**config.mk**
```make
export PLATFORM = sky130hd
export DESIGN_NAME = result_image_data_writer
export DESIGN_NICKNAME = d
export VERILOG_FILES = /design/src/rtl/sobel_pkg.sv /design/src/rtl/pixel_word_packer.sv /design/src/rtl/result_image_data_writer.sv
export SDC_FILE = /design/constraint.sdc
export NUM_CORES = 1
export LEC_CHECK = 0
export BUFFER_PORTS_ARGS = -buffer_cell sky130_fd_sc_hd__buf_2
export CORE_MARGIN = 8
export CORE_UTILIZATION = 60
export DETAILED_ROUTE_END_ITERATION = 6
export PLACE_DENSITY = 0.8
export SETUP_SLACK_MARGIN = 0.15
export SYNTH_ARGS = -nofsm -noshare
export SYNTH_HDL_FRONTEND = slang
export SYNTH_HIERARCHICAL = 1
export SYNTH_SLANG_ARGS = --single-unit
```
**constraint.sdc**
```tcl
create_clock -name clk -period 11.2 [get_ports clk]
set_input_delay 3.36 -clock clk [delete_from_list [all_inputs] [get_ports clk]]
set_output_delay 3.36 -clock clk [all_outputs]
set_load 0.01 [all_outputs]
```
**src/rtl/sobel_pkg.sv**
```systemverilog
// Shared definitions for the Sobel result path: SRAM command codes, writer
// FSM states, image border width and the BMP row-stride helper.
package sobel_pkg;

    localparam logic [1:0] MODE_IDLE  = 2'b00;
    localparam logic [1:0] MODE_READ  = 2'b01;
    localparam logic [1:0] MODE_WRITE = 2'b10;

    localparam logic [11:0] BORDER = 12'd2;

    typedef enum logic [1:0] {
        WR_IDLE  = 2'd0,
        WR_FILL  = 2'd1,
        WR_WRITE = 2'd2,
        WR_DONE  = 2'd3
    } wr_state_e;

    // BMP rows are padded to a whole number of 32-bit words
    function automatic logic [12:0] row_stride(input logic [11:0] out_w);
        return ({1'b0, out_w} + 13'd3) & 13'h1FFC;
    endfunction

endpackage

```
**src/rtl/pixel_word_packer.sv**
```systemverilog
// Assembles four pixel bytes into a little-endian 32-bit word; lanes not yet
// written stay zero because the word is cleared each time it is handed off.
module pixel_word_packer (
    input  logic        clk,
    input  logic        rst,
    input  logic        clear,
    input  logic        wr_en,
    input  logic        flush,
    input  logic [1:0]  lane,
    input  logic [7:0]  data,
    output logic [31:0] word_nxt
);

    logic [31:0] word_q;

    always_comb begin
        word_nxt = word_q;
        if (wr_en) begin
            case (lane)
                2'd0:    word_nxt[7:0]   = data;
                2'd1:    word_nxt[15:8]  = data;
                2'd2:    word_nxt[23:16] = data;
                default: word_nxt[31:24] = data;
            endcase
        end
    end

    // flush wins over wr_en: the completed word leaves through word_nxt
    always_ff @(posedge clk) begin
        if (rst || clear || flush) begin
            word_q <= 32'd0;
        end else if (wr_en) begin
            word_q <= word_nxt;
        end
    end

endmodule

```
**src/rtl/result_image_data_writer.sv**
```systemverilog
// Packs edge-detected bytes into 32-bit words and writes them to SRAM row by
// row with BMP padding, handshaking each word with the memory-side done pulse.
module result_image_data_writer
    import sobel_pkg::*;
(
    input  logic        clk,
    input  logic        rst,
    input  logic        start,
    input  logic [11:0] image_width,
    input  logic [11:0] image_height,
    input  logic [7:0]  ED_wdata,
    input  logic        ED_wvalid,
    output logic        ED_wready,
    output logic [1:0]  SO_mode,
    output logic [19:0] SO_wpixNum,
    output logic [31:0] SO_wdata,
    input  logic        SO_dtb,
    output logic        frame_done
);

    wr_state_e   state_q;
    logic [11:0] out_w_q;
    logic [11:0] out_h_q;
    logic [11:0] row_q;
    logic [11:0] col_q;
    logic        row_end_q;

    logic        accept;
    logic        at_row_end;
    logic        word_done;
    logic        too_small;
    logic [12:0] stride;
    logic [19:0] word_addr;
    logic [31:0] word_nxt;

    assign accept     = (state_q == WR_FILL) && ED_wvalid;
    assign at_row_end = (col_q == out_w_q - 12'd1);
    assign word_done  = accept && ((col_q[1:0] == 2'd3) || at_row_end);
    assign too_small  = (image_width < 12'd3) || (image_height < 12'd3);
    assign stride     = row_stride(out_w_q);
    // 20-bit context: the row*stride product wraps modulo 2^20
    assign word_addr  = 20'(row_q) * 20'(stride) + 20'({col_q[11:2], 2'b00});

    assign ED_wready  = (state_q == WR_FILL);
    assign SO_mode    = (state_q == WR_WRITE) ? MODE_WRITE : MODE_IDLE;
    assign frame_done = (state_q == WR_DONE);

    pixel_word_packer u_packer (
        .clk      (clk),
        .rst      (rst),
        .clear    (state_q == WR_IDLE),
        .wr_en    (accept),
        .flush    (word_done),
        .lane     (col_q[1:0]),
        .data     (ED_wdata),
        .word_nxt (word_nxt)
    );

    // geometry is captured once per frame so mid-frame input changes are harmless
    always_ff @(posedge clk) begin
        if (state_q == WR_IDLE && start) begin
            out_w_q <= image_width - BORDER;
            out_h_q <= image_height - BORDER;
        end
    end

    always_ff @(posedge clk) begin
        if (rst) begin
            state_q    <= WR_IDLE;
            row_q      <= 12'd0;
            col_q      <= 12'd0;
            row_end_q  <= 1'b0;
            SO_wpixNum <= 20'd0;
            SO_wdata   <= 32'd0;
        end else begin
            case (state_q)
                WR_IDLE: begin
                    if (start) begin
                        row_q   <= 12'd0;
                        col_q   <= 12'd0;
                        state_q <= too_small ? WR_DONE : WR_FILL;
                    end
                end
                WR_FILL: begin
                    if (accept) begin
                        col_q <= col_q + 12'd1;
                    end
                    if (word_done) begin
                        SO_wdata   <= word_nxt;
                        SO_wpixNum <= word_addr;
                        row_end_q  <= at_row_end;
                        state_q    <= WR_WRITE;
                    end
                end
                WR_WRITE: begin
                    if (SO_dtb) begin
                        if (row_end_q) begin
                            row_q   <= row_q + 12'd1;
                            col_q   <= 12'd0;
                            state_q <= (row_q == out_h_q - 12'd1) ? WR_DONE : WR_FILL;
                        end else begin
                            state_q <= WR_FILL;
                        end
                    end
                end
                default: begin
                    state_q <= WR_IDLE;
                end
            endcase
        end
    end

endmodule

```
==> results.py <==
metrics = {
    "drt": {
        "drt-initial-drc-count": 444,
        "num_vias": 8790,
        "drc_errors": 0,
        "ant_nets": 0,
        "wirelength_mm": 25.72,
        "vias_per_cell": 5.787,
        "dr.pass1.iters": 5,
        "routedWlPerCell_um": 16.93,
    },
    "global_routing": {
        "grt_pass1_wl_mm": 43.66,
        "grt_pass1_vias": 8803,
        "grt_antenna_before_repair": 0,
        "met3_usage_pct": 3.873,
        "met2_usage_pct": 36.18,
        "grtUsageMet1_pct": 30.09,
        "grt_overflow": 0,
        "grt_max_degree": 100,
        "grt.busiest_layer": "met2",
        "grtUsageTotal_pct": 22.23,
    },
    "logic_synthesis": {
        "syn-mean-instance-area_sq_um": 9.291,
        "synthTopCellsByArea": "dfxtp_1 19%, fa_1 14%, mux2i_1 6.8%",
        "netlist_area_sq_um": 11480,
        "synthCells": 1236,
        "async_flop_share_pct": 0,
        "synth_cell_type_count": 82,
        "ys_warn_count": 6,
        "synth_top_area_share_pct": 19.00,
        "ys_ff_latch": 133,
        "yosys.area.top_type": "dfxtp_1",
        "seq_area_frac_synth_pct": 25.28,
        "yosys-top-cells-count": "118 x inv_1, 109 x dfxtp_1, 97 x nor2_1, 93 x nand2_1, 82 x fa_1",
        "synth.most_common_cell": "inv_1",
        "synth_edf_count": 24,
        "synth_flop_cell": "dfxtp_1",
    },
    "status": {
        "status": "complete, no violations",
    },
    "worst_setup_path": {
        "cp_common_cell": "fa_1",
        "cpMaxStageDelayCell": "xor2_1",
        "start_kind": "flip-flop",
        "crit_fanout": 10,
        "cp_num_buf_inv": 3,
        "slowest_delay_ns": 0.71,
        "r2r_start": "out_w_q[2]",
        "critPathKind": "reg2reg",
        "critical-path-top-delay-family": "adder cells",
        "reg2regPathDepth": 21,
        "arrival_ns": 7.96,
        "critPathRequiredTime_ns": 11.52,
        "r2r_slack_ns": 3.57,
        "end_kind": "flip-flop",
        "regToRegEndpoint": "SO_wpixNum[19]",
        "path_cells": "nand4_1 > nor4b_1 > xor2_1 > nand2_1 > fa_1 > fa_1 > inv_1 > ha_1 > fa_1 > inv_1 > fa_1 > inv_1 > ha_1 > o21a_1 > o31a_4 > a2111oi_0 > and4b_4 > a211oi_2 > nand3_2 > or4_4 > a311oi_2",
    },
    "floorplanning": {
        "io_pins": 93,
        "die_x_um": 154.3,
        "die_h_um": 154.3,
        "num_rows": 50,
        "die_area_sq_um": 23820,
        "core_area_sq_um": 18770,
        "start_util_pct": 61.19,
    },
    "cts": {
        "cts_max_path_buffers": 2,
        "cts_resized": 0,
        "cts-htree-levels": 4,
        "path_clk_slew_ns": 0.06,
        "cts_tree": "built",
        "cts_hold_buf": 0,
        "cts_sinks": 133,
        "clockRootBuffer": "clkbuf_16",
        "numCtsBuffers": 17,
        "insertion_delay_ns": 0.42,
        "postCtsSetupBuffers": 0,
    },
    "placed_design": {
        "io_buffers": 89,
        "dp_hpwl_mm": 18.69,
        "dp_slack_ns": 3.612,
        "place.gp.congestion": 0.9018,
    },
    "timing": {
        "fin_skew_ns": 0.01095,
        "fin_ws_ns": 3.566,
        "hold_viol_final": 0,
        "worst_slew_pin_slew_ns": 1.149,
        "min_period_over_period_pct": 68.16,
        "fin_crit_ns": 7.634,
        "tns_ns": 0,
        "finalSetupViolations": 0,
        "maxSlewHeadroom_pct": 23.39,
        "fmax_ghz": 0.1310,
        "rsz0062_at_grt": "no",
        "drv_slew": 0,
    },
    "worst_hold_path": {
        "min_path_cells": 2,
        "min_from": "SO_wpixNum[12]",
        "worstHoldEndpoint": "SO_wpixNum[12]",
        "hold_path.class": "reg2reg",
    },
    "power_and_ir_drop": {
        "powerDensity_nw_per_um2": 93.35,
        "power.leakage_uw": 0.005518,
        "vdd_drop_max_mv": 0.1013,
    },
    "flow_run": {
        "drv_cap": 0,
    },
    "cells_and_area": {
        "insertedDiodeCount": 0,
        "drive_above_1_share_pct": 14.32,
        "syn_to_final_growth_pct": 8.357,
        "fin_nets": 1447,
    },
}
-- power by group --
part | switching, uW | leakage [uW] | internal, uW | total [uW]
combinational | 73.9 | 0.00413 | 37.6 | 112
sequential | 14.6 | 0.00111 | 499 | 513
clock | 227 | 0.000278 | 310 | 537
-- metrics by stage --
step	std cells	instance area (sq um)	power (uW)	hold WS, ns	utilization (%)
global placement	1487	11880	629.4	0.4561	63.29
global route	1519	12440	1201	0.5118	66.30
CTS	1519	12440	1167	0.4736	66.30
floorplan	1238	11490	599.3	0.4630	-
finish	1519	12440	1162	0.4725	66.30
detailed placement	1487	11880	632.7	0.4655	63.29
-- state kept, by name, indices dropped and copies added (netlist names) --
signal	cells
SO_wdata	32
u_packer/word_q	32
SO_wpixNum	18
col_q	12
out_h_q	12
out_w_q	12
row_q	12
state_q	2
row_end_q	1
-- final cells by class --
cell class	count	area, sq um
multi-input cells	910	7771
inverters	118	442.9
clock inverters	15	140.1
well taps	234	292.8
repair buffers	92	467.9
clock buffers	17	425.4
fillers	1521	6325
flip-flops and latches	133	2903
-- tightest hold or removal path, stage by stage, from the launching register on --
cell     delay (ns)
dfxtp_1        0.31
nand3_1        0.06
a21oi_1        0.05
-- per-layer routing --
layer  wire length (um)  part of all wire (%)  up-vias
li1                   -                     -     4264
met1              11810                    46     4226
met2              12050                    47      271
met3               1580                   6.1       29
met4                277                   1.1        0
met5                  0                     0        -
-- logic make-up after synthesis --
group,after synthesis,share of synthesized area [%]
AND/OR/NAND/NOR,439,21.72
XOR/XNOR,100,7.627
flip-flops,133,25.28
AO/OA/AOI/OAI,120,7.834
other,1,0.03266
buffers and inverters,195,7.180
multiplexers,110,9.937
adder cells (fa/ha/maj),138,20.40
-- cells in the final DEF (no fill, tap or decap), types with 26 or more instances in the layout --
cell type,synthesis,routed
a21oi_1,26,26
and2_1,57,57
buf_2,10,89
dfxtp_1,109,109
fa_1,82,82
ha_1,56,56
inv_1,118,118
mux2i_1,78,78
nand2_1,93,93
nor2_1,97,96
or4b_1,32,32
xnor2_1,56,56
xor2_1,44,44
-- how the worst max path moves through the flow --
stage	slack (ns)	endpoint	cells after the start	start
detailed placement	3.61	SO_wpixNum[19]	21	out_w_q[2]
CTS	3.59	SO_wpixNum[19]	21	out_w_q[2]
floorplan	4.43	SO_wpixNum[19]	23	out_w_q[4]
global route	3.04	SO_wpixNum[17]	21	out_w_q[2]
finish	3.57	SO_wpixNum[19]	21	out_w_q[2]
global placement	3.92	SO_wpixNum[19]	20	out_w_q[2]
Note: power is estimated with default switching activity, not from simulation.
